$ cat config.mk
export PLATFORM = sky130hd
export DESIGN_NAME = mac_sequencer
export DESIGN_NICKNAME = d
export VERILOG_FILES = /design/src/rtl/mac_sequencer.sv
export SDC_FILE = /design/constraint.sdc
export NUM_CORES = 1
export LEC_CHECK = 0
export BUFFER_PORTS_ARGS = -buffer_cell sky130_fd_sc_hd__buf_2
export CORE_ASPECT_RATIO = 2
export CORE_MARGIN = 5
export CORE_UTILIZATION = 32
export DETAILED_ROUTE_END_ITERATION = 8
export PLACE_DENSITY = 0.56
export SYNTH_ARGS = -nofsm -noshare
export SYNTH_HDL_FRONTEND = slang
export SYNTH_SLANG_ARGS = --single-unit
$ cat constraint.sdc
create_clock -name clk -period 5.94 [get_ports clk]
set_input_delay 0.891 -clock clk [delete_from_list [all_inputs] [get_ports clk]]
set_output_delay 0.891 -clock clk [all_outputs]
set_load 0.005 [all_outputs]
$ cat src/rtl/mac_sequencer.sv
// Dot-product sequencer: one command, N operand pairs through a signed 8x8+16 MAC, one 16-bit result.
// Result is valid 1 cycle after the last operand handshake; it waits for op_valid bubbles and holds for res_ready.
module mac_unit (
  input  logic signed [7:0]  a,
  input  logic signed [7:0]  b,
  input  logic signed [15:0] accum_in,
  output logic signed [15:0] accum_out
);
  logic signed [15:0] prod;

  // Both operands are signed, so they sign-extend to the 16-bit product width.
  assign prod      = a * b;
  assign accum_out = accum_in + prod;
endmodule

module mac_sequencer #(
  parameter int LEN_W = 8
) (
  input  logic                    clk,
  input  logic                    rst_n,
  input  logic                    cmd_valid,
  output logic                    cmd_ready,
  input  logic [LEN_W-1:0]        cmd_len,
  input  logic signed [15:0]      cmd_bias,
  input  logic                    cmd_relu,
  input  logic                    op_valid,
  output logic                    op_ready,
  input  logic signed [7:0]       op_a,
  input  logic signed [7:0]       op_b,
  input  logic                    op_last,
  output logic                    res_valid,
  input  logic                    res_ready,
  output logic signed [15:0]      res_data,
  output logic                    res_len_err,
  output logic                    busy
);
  typedef enum logic [1:0] {
    IDLE  = 2'd0,
    ACCUM = 2'd1,
    DONE  = 2'd2
  } state_e;

  localparam logic [LEN_W-1:0] LEN_ONE  = LEN_W'(1);
  localparam logic [LEN_W-1:0] LEN_ZERO = '0;

  state_e             state_q, state_d;
  logic signed [15:0] acc_q, acc_d;
  logic [LEN_W-1:0]   rem_q, rem_d;
  logic               err_q, err_d;
  logic               relu_q, relu_d;
  logic signed [15:0] mac_out;
  logic               last_pair;

  mac_unit u_mac (
    .a         (op_a),
    .b         (op_b),
    .accum_in  (acc_q),
    .accum_out (mac_out)
  );

  assign last_pair = (rem_q == LEN_ONE);

  always_ff @(posedge clk or negedge rst_n) begin
    if (!rst_n) begin
      state_q <= IDLE;
      acc_q   <= '0;
      rem_q   <= '0;
      err_q   <= 1'b0;
      relu_q  <= 1'b0;
    end else begin
      state_q <= state_d;
      acc_q   <= acc_d;
      rem_q   <= rem_d;
      err_q   <= err_d;
      relu_q  <= relu_d;
    end
  end

  always_comb begin
    state_d = state_q;
    acc_d   = acc_q;
    rem_d   = rem_q;
    err_d   = err_q;
    relu_d  = relu_q;
    case (state_q)
      IDLE: begin
        if (cmd_valid) begin
          acc_d   = cmd_bias;
          relu_d  = cmd_relu;
          err_d   = 1'b0;
          rem_d   = cmd_len;
          state_d = (cmd_len == LEN_ZERO) ? DONE : ACCUM;
        end
      end
      ACCUM: begin
        if (op_valid) begin
          acc_d = mac_out;
          rem_d = rem_q - LEN_ONE;
          // op_last is only audited against the commanded length, never trusted for control.
          err_d = err_q | (op_last != last_pair);
          if (last_pair) state_d = DONE;
        end
      end
      DONE: begin
        if (res_ready) state_d = IDLE;
      end
      default: state_d = IDLE;
    endcase
  end

  assign cmd_ready   = (state_q == IDLE);
  assign op_ready    = (state_q == ACCUM);
  assign res_valid   = (state_q == DONE);
  assign busy        = (state_q != IDLE);
  assign res_data    = (relu_q && acc_q[15]) ? 16'sd0 : acc_q;
  assign res_len_err = err_q;
endmodule
Word level (Yosys, flattened, before mapping)
Cells that the tools add are included.
W data, S select, Z words.
{"block": "classes", "n_reduce_logical": 8, "bitwise_logic": 1, "multipliers": 1, "n_eq_ne": 8, "n_addsub": 2, "n_mux": 16}
{"cell": "$mux W16", "n": 3}
{"cell": "$pmux W16 S2", "n": 1}
{"cell": "$add A16 B16 Y16", "n": 1}
{"cell": "$mul A8 B8 Y16", "n": 1}
{"cell": "$mux W8", "n": 2}
{"cell": "$pmux W8 S2", "n": 1}
{"cell": "$mux W2", "n": 5}
{"cell": "$eq A8 B1 Y1 const B", "n": 1}
{"cell": "$logic_not A8 Y1", "n": 1}
{"cell": "$sub A8 B1 Y8 const B", "n": 1}
{"cell": "$pmux W2 S3", "n": 1}
{"cell": "$ne A2 B1 Y1 const B", "n": 2}
{"cell": "$ne A2 B2 Y1 const B", "n": 2}
{"cell": "$reduce_and A4 Y1", "n": 1}
{"cell": "$reduce_bool A2 Y1", "n": 2}
{"cell": "$reduce_and A3 Y1", "n": 1}
{"cell": "$eq A2 B1 Y1 const B", "n": 1}
{"cell": "$eq A2 B2 Y1 const B", "n": 1}
{"cell": "$logic_not A2 Y1", "n": 1}
{"cell": "$mux W1", "n": 2}
{"cell": "$pmux W1 S2", "n": 1}
{"cell": "$reduce_and A2 Y1", "n": 1}
{"cell": "$logic_and A1 B1 Y1", "n": 1}
{"cell": "$ne A1 B1 Y1", "n": 1}
{"cell": "$or A1 B1 Y1", "n": 1}
{"block": "totals", "regBits": 28, "input_bits": 47, "out_inout_bits": 21, "wordCells": 41}

Logic depth before layout (Yosys ltp)
Gate-level depths: netlist of the first run.
{"block": "logic_depth", "ltp_word": 5, "mapped_depth": 19, "mapped_depth_nobuf": 19}

By module
A second synthesis of the first run with hierarchy kept.
{"block": "hier_totals", "hier_cells": 478, "hier_area_um2": 4501.8}
{"module": "mac_unit", "instances": 1, "seq_area_each_um2": 0.0, "cells_per_inst": 303, "area_each_um2": 2897.8}
{"module": "mac_sequencer", "instances": 1, "seq_area_each_um2": 700.7, "cells_per_inst": 175, "area_each_um2": 1604.0}

Least setup slack after synthesis of the first run
Ideal clock, no wire load.
{"block": "synth_timing", "kind": "input -> register", "start": "input op_b[0]", "end": "register acc_q[13]", "cell_stages": 16, "required_time_ns": 5.845, "arrival_time_ns": 5.328, "n_path_buf": 0, "setup_ns": 0.095, "slack_ns": 0.516, "path_cell_list": "and2_1 -> inv_1 -> fa_1 -> inv_1 -> fa_1 -> fa_1 -> fa_1 -> fa_1 -> ha_1 -> a21o_1 -> a21oi_1 -> o21ai_0 -> a31oi_1 -> o21ai_0 -> xnor2_1 -> o31ai_1"}
{"block": "synth_between", "elab_chain_cells": 4}
{"element": "start, declared", "line": "29", "text": "input logic signed [7:0] op_b,"}
{"element": "$mul A8 B8 Y16", "line": "12", "text": "assign prod = a * b;"}
{"element": "$add A16 B16 Y16", "line": "13", "text": "assign accum_out = accum_in + prod;"}
{"element": "$mux W16", "line": "96", "text": "if (op_valid) begin"}
{"element": "$pmux W16 S2", "line": "85", "text": "case (state_q)"}
{"element": "end signal, assigned", "line": "66", "text": "acc_q <= '0;"}
{"element": "end signal, assigned", "line": "72", "text": "acc_q <= acc_d;"}
{"element": "end, declared", "line": "47", "text": "logic signed [15:0] acc_q, acc_d;"}
Every way passes these cells. The select of a mux whose other input is x is not followed.
A chain may end at the register's enable or synchronous reset.

Worst setup path in the final report of the first run
{"block": "layout_timing", "start": "input op_a[0]", "end": "register acc_q[13]"}
{"block": "layout_between", "elab_chain_cells": 4}
{"element": "start, declared", "line": "28", "text": "input logic signed [7:0] op_a,"}
{"element": "$mul A8 B8 Y16", "line": "12"}
{"element": "$add A16 B16 Y16", "line": "13"}
{"element": "$mux W16", "line": "96"}
{"element": "$pmux W16 S2", "line": "85"}
Every way passes these cells. The select of a mux whose other input is x is not followed.

==> Implementation_results.wiki, run 1 <==
{| class="wikitable"
! Metric !! Value
|-
| Result of the run || finished clean
|-
| Largest fanout of any net on the critical path || 8
|-
| Placement row count || 60
|-
| Resized cells post-CTS || 0
|-
| Slowest cell on the critical path || sky130_fd_sc_hd__fa_1
|-
| Clk pin slew, worst setup/hold paths || 70 ps
|-
| Data arrival time of the critical path || 5510 ps
|-
| Longest Clk Path Bufs || 2
|-
| GRT Overall Usage || 0.1457
|-
| Post-synthesis sequential area ratio || 0.1605
|-
| Maximum operating frequency || 0.1875 GHz
|-
| Residual overflow from global routing || 0
|-
| Number of design-rule violations left by the first detailed-router iteration || around 120
|-
| Synthesized Nets || 637
|-
| Clock root buffer || sky130_fd_sc_hd__clkbuf_16
|-
| Count of inserted antenna diode cells || 0
|-
| Number of port buffers || 67
|-
| Mean area per synthesized cell || 9.095 µm²
|-
| Yosys reg bits || 28
|-
| Sum Neg Setup Slack || 0 ps
|-
| Number of sinks driven by the clock tree || 28
|-
| Overall die width || 92.59 µm
|-
| Worst slew pin tran || 761.1 ps
|-
| Critical path's largest stage delay || a little under 600 ps
|-
| Clk Latency, worst-skew pair || around 260 ps
|-
| Number of ports placed on the die boundary || a little under 70
|-
| Via density || 4.932
|-
| Tcrit/Tclk final || 0.8980
|-
| First-pass GRT wire length || 19090 µm
|-
| Final cell utilization of the core || 0.3684
|-
| Filler Cell Count || around 1400
|-
| Normalized max-slew margin || 0.4926
|-
| CTS hold repair buffers || 0
|-
| CTS tree || built
|-
| Gp weighted congestion || 0.8606
|-
| 1st-pass router iterations || 4
|-
| Area growth from synthesis to layout || 13.41%
|-
| Initial antenna violation count || 0
|-
| Number of buffers added for setup after CTS || 0
|-
| Number of maximum-capacitance constraint violations || 0
|-
| Min cycle time layout || 5334 ps
|-
| Average wire per standard cell || 15.66 µm
|-
| Startpoint-to-endpoint class of the critical path || input pin to register
|-
| Required time at the endpoint of the critical path || around 6100 ps
|-
| Starting utilization of the core area || 0.3249
|-
| Count of final max-slew check failures || 0
|-
| Count of cell types in the netlist || 38
|-
| Most frequent cells in the layout || sky130_fd_sc_hd__inv_1 (76), sky130_fd_sc_hd__fa_1 (71), sky130_fd_sc_hd__buf_2 (67)
|-
| Yosys warnings || 0
|-
| Die height || 175.2 µm
|-
| Total length of routed wires || 10890 µm
|-
| Worst hold path type || register to register
|-
| Fin nets || 698
|-
| Post-detailed-placement cell area || 0.004862 mm²
|-
| Critical-path cell list || buf_2, nand2b_1, fa_1, fa_1, inv_1, fa_1, fa_1, fa_1, ha_1, a21o_1, a21oi_1, o21ai_0, a31oi_1, o21ai_0, xnor2_1, o31ai_1
|-
| Setup crit end kind || register
|-
| Number of levels the H-tree was split into || 1
|-
| Total via count after detailed routing || 3428
|-
| Setup repair after global routing missed its margin || false
|-
| Placeable core area || 0.01344 mm²
|-
| Pin count of the biggest net entering global routing || 32
|-
| Clock buffer count from CTS || 3
|-
| Post-route standard cell area excluding fillers || 0.004951 mm²
|-
| Area of the mapped netlist || approximately 0.0044 mm²
|-
| Cell count after synthesis || 480
|-
| Startpoint kind of the worst setup timing path || input pin
|-
| Full die area || 0.01622 mm²
|-
| Number of global-route vias before repair || 3941
|-
| Detailed Place HPWL || 9587 µm
|-
| Most common library cell in the layout ignoring fill and taps || sky130_fd_sc_hd__inv_1
|-
| Worst-case hold slack || 540.5 ps
|-
| Layout cell share with drive strength beyond 1 || 0.1444
|-
| Post-route DRC || 0
|-
| Worst clock skew on the final layout || about 3.0 ps
|-
| Total count of hold-check failures in the final report || 0
|-
| Cell repeated most along the worst path || sky130_fd_sc_hd__fa_1
|-
| DRT antenna net count || 0
|-
| Number of setup violations in the final report || 0
|}
## Yosys cell counts
library cell               number  area, µm²
sky130_fd_sc_hd__o21bai_1       2      15.01
sky130_fd_sc_hd__xor2_1         5      43.79
sky130_fd_sc_hd__nor2b_1        3      18.77
sky130_fd_sc_hd__a31oi_1       11      68.82
sky130_fd_sc_hd__o211ai_1       2      15.01
sky130_fd_sc_hd__a21o_2         1      8.760
sky130_fd_sc_hd__and3_1         2      12.51
sky130_fd_sc_hd__o21ai_0       23      115.1
sky130_fd_sc_hd__mux2_2         1      11.26
sky130_fd_sc_hd__fa_1          71       1421
sky130_fd_sc_hd__dfrtp_1       28      700.7
sky130_fd_sc_hd__nand4_1        1      6.260
sky130_fd_sc_hd__clkbuf_1      12      45.04
sky130_fd_sc_hd__nand3b_1       1      7.510
sky130_fd_sc_hd__buf_2          1      5.000
sky130_fd_sc_hd__o22ai_1        5      31.28
sky130_fd_sc_hd__ha_1          39      488.0
sky130_fd_sc_hd__and2b_1        1      7.510
sky130_fd_sc_hd__o31ai_1        2      15.01
sky130_fd_sc_hd__nor3_1         2      10.01
sky130_fd_sc_hd__a311o_1        1      10.01
sky130_fd_sc_hd__nand2b_1       5      31.28
sky130_fd_sc_hd__nand2_1       50      187.7
sky130_fd_sc_hd__mux2i_1        1      10.01
sky130_fd_sc_hd__a21o_1         4      30.03
sky130_fd_sc_hd__or3_1          7      43.79
sky130_fd_sc_hd__nor2_1        22      82.58
sky130_fd_sc_hd__and2_1        42      262.8
sky130_fd_sc_hd__nor4_1         2      12.51
sky130_fd_sc_hd__inv_1         76      285.3
sky130_fd_sc_hd__nor4bb_1       1      10.01
sky130_fd_sc_hd__clkinv_1       1      3.750
sky130_fd_sc_hd__a21oi_1       30      150.1
sky130_fd_sc_hd__a22oi_1        2      15.01
sky130_fd_sc_hd__xnor2_1       17      148.9
sky130_fd_sc_hd__a21oi_2        1      8.760
sky130_fd_sc_hd__or2_2          1      6.260
sky130_fd_sc_hd__nand3_1        4      20.02
## cells by family (layout without fill, tap and decap cells)
group,count (synthesis),after routing,synth area share
AND/OR/NAND/NOR,144,144,0.1648
adder cells (fa/ha/maj),110,110,0.4374
buffers and inverters,90,150,0.07767
AO/OA/AOI/OAI,84,84,0.1106
flip-flops,28,28,0.1605
XOR/XNOR,22,22,0.04414
multiplexers,2,2,0.004872
## path summary, 6_finish.rpt
check / startpoint / to / slack [ps] / cells past startpoint
min: res_len_err / res_len_err / 540 / 2
max: op_a[0] / acc_q[13] / 610 / 16
min reg2reg: res_len_err / res_len_err / 540 / 2
max in group asynchronous: rst_n / acc_q[14] / 4860 / 1
min in group asynchronous: rst_n / rem_q[0] / 650 / 1
max reg2reg: acc_q[4] / acc_q[14] / 1140 / 18
## stage by stage
stage                     instances  setup slack, ps
after floorplan                 480            516.2
after global placement          691            363.6
after detailed placement        691            328.0
after CTS                       695            571.3
after global routing            695            266.3
final                           695            605.7
## sequential cells by signal, summed over array words and instances (netlist names)
signal / count
state_q: 2
rem_q: 8
relu_q: 1
acc_q: 16
res_len_err: 1
## per-layer routing
metal | vias to the layer above | global-route usage | wire length (µm)
met4 | 0 | 0.04404 | 200
met5 | - | 0 | 0
met1 | 1698 | 0.1623 | 4148
met3 | 12 | 0.01422 | 366
met2 | 69 | 0.2834 | 6170
li1 | 1649 | - | -
## worst max-delay path, delay by kind of cell
kind | cells | cell delay, ps
adders and majority gates | 6 | 2960
AOI/OAI and AO/OA | 6 | 1130
buffers and inverters | 2 | 210
and+or+nand+nor | 1 | 180
xor gates and xnor gates | 1 | 150
## cell type report
class                   count  area (µm²)  area share
well taps                 155       193.9     0.03917
multi-input cells         362        3328      0.6722
repair buffers             69       350.3     0.07076
inverters                  77       289.0     0.05838
clock buffers               4       88.84     0.01794
flip-flops and latches     28       700.7      0.1415
Power of run 1 is not shown: default switching activity piles up to over one toggle a cycle in this logic, so the estimate is an artifact.
==> run 2, diff against run 1 <==
--- a/config.mk
+++ b/config.mk
@@ -10,7 +10,9 @@
 export CORE_MARGIN = 5
 export CORE_UTILIZATION = 32
 export DETAILED_ROUTE_END_ITERATION = 8
+export HOLD_SLACK_MARGIN = 0.08
 export PLACE_DENSITY = 0.56
 export SYNTH_ARGS = -nofsm -noshare
 export SYNTH_HDL_FRONTEND = slang
+export SYNTH_HIERARCHICAL = 1
 export SYNTH_SLANG_ARGS = --single-unit
==> run 2 against run 1 <==
First-iteration DRC count down 1.7%. Design area rose by 3.5%. Critical endpoint is now acc_q[15]. Highest routed layer is now met5. Flip-flop and latch count unchanged. Worst hold slack worse by 34 ps. Worst setup slack improved by 110 ps. Largest cell class unchanged. Routed wire length up 0.76%.
==> Implementation_results.wiki, run 2 <==
{| class="wikitable"
! Metric !! Value
|-
| Result of the run || finished clean
|-
| Critical-path cell list || buf_2, and2_1, fa_1, fa_1, fa_1, fa_1, ha_1, ha_1, a2111oi_0, o21ai_0, nand4_1, a31o_2, xnor2_1, mux2i_1, o21ai_0
|-
| Normalized max-slew margin || 0.5437 (+0.05110)
|-
| Tcrit/Tclk final || 0.8788 (-0.01920)
|-
| Total count of hold-check failures in the final report || 0 (unchanged)
|-
| Die height || 177.7 µm (+1.5%)
|-
| Longest Clk Path Bufs || 2 (unchanged)
|-
| Number of levels the H-tree was split into || 1 (unchanged)
|-
| Number of flip-flops in the largest register || 16 (unchanged)
|-
| Cell count after synthesis || 478 (-0.42%)
|-
| Number of global-route vias before repair || 3900 (-1.0%)
|-
| Pin count of the biggest net entering global routing || 48 (+50%)
|-
| Slowest cell on the critical path || sky130_fd_sc_hd__fa_1
|-
| Startpoint of the lowest-slack register-to-register path || acc_q[6]
|-
| Registers with the highest flip-flop counts || acc_q (16), rem_q (8), state_q (2)
|-
| Most common library cell in the layout ignoring fill and taps || sky130_fd_sc_hd__inv_1
|-
| Resized cells post-CTS || 0 (unchanged)
|-
| Starting utilization of the core area || 0.3241 (-0.0007746)
|-
| Grt met3 use || 0.01612 (+0.001904)
|-
| Residual overflow from global routing || 0 (unchanged)
|-
| Launch point of the worst hold path || acc_q[2]
|-
| Area contributors post-synth || sky130_fd_sc_hd__fa_1 (32%), sky130_fd_sc_hd__dfrtp_1 (16%), sky130_fd_sc_hd__ha_1 (11%), sky130_fd_sc_hd__and2_1 (6.7%), sky130_fd_sc_hd__inv_1 (6.2%)
|-
| Min cycle time layout || 5220 ps (-114.0 ps)
|-
| Placed cells || 725 (+4.9%)
|-
| CTS hold repair buffers || 0 (unchanged)
|-
| Post-synthesis sequential area ratio || 0.1556 (-0.004862)
|-
| Initial antenna violation count || 1 (+1)
|-
| Yosys reg bits || 28 (unchanged)
|-
| Sum Neg Setup Slack || 0 ps (unchanged)
|-
| Leading cell type by number of instances after synthesis || sky130_fd_sc_hd__inv_1
|-
| Predominant post-synthesis flop cell || sky130_fd_sc_hd__dfrtp_1
|-
| Worst hold path type || register to register
|-
| Count of inserted antenna diode cells || 0 (unchanged)
|-
| Total length of routed wires || 10970 µm (+0.76%)
|-
| Number of design-rule violations left by the first detailed-router iteration || 113 (-1.7%)
|-
| Seq. cell area || 700.7 µm² (unchanged)
|-
| Yosys warnings || 6 (+6)
|-
| Required time at the endpoint of the critical path || 6130 ps (+20 ps)
|-
| Area growth from synthesis to layout || 13.81%
|-
| First-pass GRT wire length || 18730 µm (-1.8%)
|-
| Number of sinks driven by the clock tree || 28 (unchanged)
|-
| Clk Latency, worst-skew pair || 270 ps (about the same)
|-
| Startpoint kind of the worst setup timing path || input pin
|-
| Non-filler instance count after layout || 729 (+4.9%)
|-
| Worst slew pin tran || 684.5 ps (-76.65 ps)
|-
| 1st-pass router iterations || 6 (+2)
|-
| Synthesized Nets || 635 (-0.31%)
|-
| Met1 Resource Use GR || 0.1500 (-0.01222)
|-
| Clock root buffer || sky130_fd_sc_hd__clkbuf_16
|-
| CTS tree || built
|-
| Area of the mapped netlist || 0.004502 mm² (+3.1%)
|-
| GRT Overall Usage || 0.1414 (-0.004306)
|-
| Post-detailed-placement cell area || 0.005019 mm² (+3.2%)
|-
| Layout cell share with drive strength beyond 1 || 0.1500 (+0.005556)
|-
| DRT antenna net count || 0 (unchanged)
|-
| Average wire per standard cell || 15.05 µm (-3.9%)
|-
| Number of buffers added for setup after CTS || 0 (unchanged)
|-
| Post-route standard cell area excluding fillers || 0.005124 mm² (+3.5%)
|-
| Count of final max-slew check failures || 0 (unchanged)
|-
| Worst clock skew on the final layout || 9.883 ps (+6.863 ps)
|-
| Filler Cell Count || 1481 (+6.2%)
|-
| Number of setup violations in the final report || 0 (unchanged)
|-
| Post-synth top area share || 0.3157 (-0.009864)
|-
| Setup crit end kind || register
|-
| Via density || 4.717 (-4.4%)
|-
| Full die area || 0.01668 mm² (+2.9%)
|-
| Number of maximum-capacitance constraint violations || 0 (unchanged)
|-
| Ranking of synthesized cells by instance count || sky130_fd_sc_hd__inv_1 (74), sky130_fd_sc_hd__fa_1 (71), sky130_fd_sc_hd__and2_1 (48), sky130_fd_sc_hd__nand2_1 (46), sky130_fd_sc_hd__ha_1 (39)
|-
| Setup repair after global routing missed its margin || false
|-
| Critical path's largest stage delay || 560 ps (-20 ps)
|-
| Fin nets || 698 (unchanged)
|-
| Startpoint-to-endpoint class of the critical path || input pin to register
|-
| Post-route DRC || 0 (unchanged)
|-
| Share of synthesized flip-flops with an asynchronous set or reset || 1.000 (unchanged)
|-
| Register with the most flip-flops || acc_q
|-
| Placeable core area || 0.01389 mm² (+3.4%)
|-
| Total via count after detailed routing || 3439 (+0.32%)
|-
| Number of port buffers || 67 (unchanged)
|-
| Cell repeated most along the worst path || sky130_fd_sc_hd__fa_1
|-
| Clock buffer count from CTS || 3 (unchanged)
|-
| GR Util met2 || 0.2800 (-0.003384)
|-
| Area of the multi-input gates || 0.003446 mm² (+3.5%)
|-
| Largest fanout of any net on the critical path || 8 (unchanged)
|-
| Data arrival time of the critical path || 5410 ps (-100 ps)
|-
| Startpoint of the worst setup timing path || op_b[1]
|-
| Gp weighted congestion || 0.8272 (-3.9%)
|-
| Overall die width || 93.87 µm (+1.4%)
|-
| Clk pin slew, worst setup/hold paths || 70 ps (about the same)
|-
| Count of flip-flops with a built-in enable after synthesis || 0 (unchanged)
|-
| Cell accounting for the most synthesized area || sky130_fd_sc_hd__fa_1
|-
| Number of ports placed on the die boundary || 68 (unchanged)
|-
| Most frequent cells in the layout || sky130_fd_sc_hd__inv_1 (74), sky130_fd_sc_hd__fa_1 (71), sky130_fd_sc_hd__buf_2 (67)
|-
| Maximum operating frequency || 0.1916 GHz (+2.2%)
|-
| Mean area per synthesized cell || 9.418 µm² (+3.6%)
|-
| Count of cell types in the netlist || 48 (+26%)
|-
| Detailed Place HPWL || 9546 µm (-0.43%)
|-
| Routing layer with the top usage in global route || met2
|-
| Placement row count || 61 (+1.7%)
|}
run 2: area by class of cell:
class,instances,area share
inverter,76,0.05568
clock inverter,1,0.005861
timing repair buffer,69,0.06838
multi-input combinational,363,0.6725
tap,189,0.04615
clock buffer,3,0.01465
sequential,28,0.1368
run 2: through the flow:
stage / util / hold WS, ps / setup WS [ps]
global route: 0.3689 / 533.4 / 328.5
global placement: 0.3613 / 490.2 / 560.5
floorplan: - / 463.2 / 725.8
finish: 0.3689 / 506.7 / 719.7
detailed placement: 0.3613 / 493.4 / 373.8
CTS: 0.3689 / 510.6 / 665.6
run 2: kinds of logic after synthesis:
group / share of synthesized area
simple gates: 0.1737
fa+ha+maj: 0.4241
buf+inv: 0.07893
compound gates: 0.08838
flops: 0.1556
xor+xnor: 0.03891
mux: 0.04030
run 2: final timing paths:
check | end | slack, ps | cells after the start
worst max-delay path | acc_q[15] | 720 | 15
worst min-delay path | acc_q[2] | 510 | 2
max in group asynchronous | rem_q[4] | 4840 | 1
worst max register to register | acc_q[15] | 1290 | 17
worst min register to register | acc_q[2] | 510 | 2
min in group asynchronous | res_len_err | 660 | 1
run 2: worst max-delay path: cells and delay by family:
kind                     cells  cell delay [ps]
XOR/XNOR                     1              110
buffers and inverters        1              180
AND/OR/NAND/NOR              2              590
multiplexers                 1               80
AO/OA/AOI/OAI                4              950
adder cells (fa/ha/maj)      6             2590
run 2: metal layers:
layer | wire [µm] | share of wire | vias to the layer above
met2 | 6358 | 0.58 | 66
met3 | 384 | 0.035 | 12
li1 | - | - | 1653
met5 | 13 | 0.0012 | -
met1 | 4036 | 0.37 | 1706
met4 | 174 | 0.016 | 2
Power of run 2 is left out for the same reason.
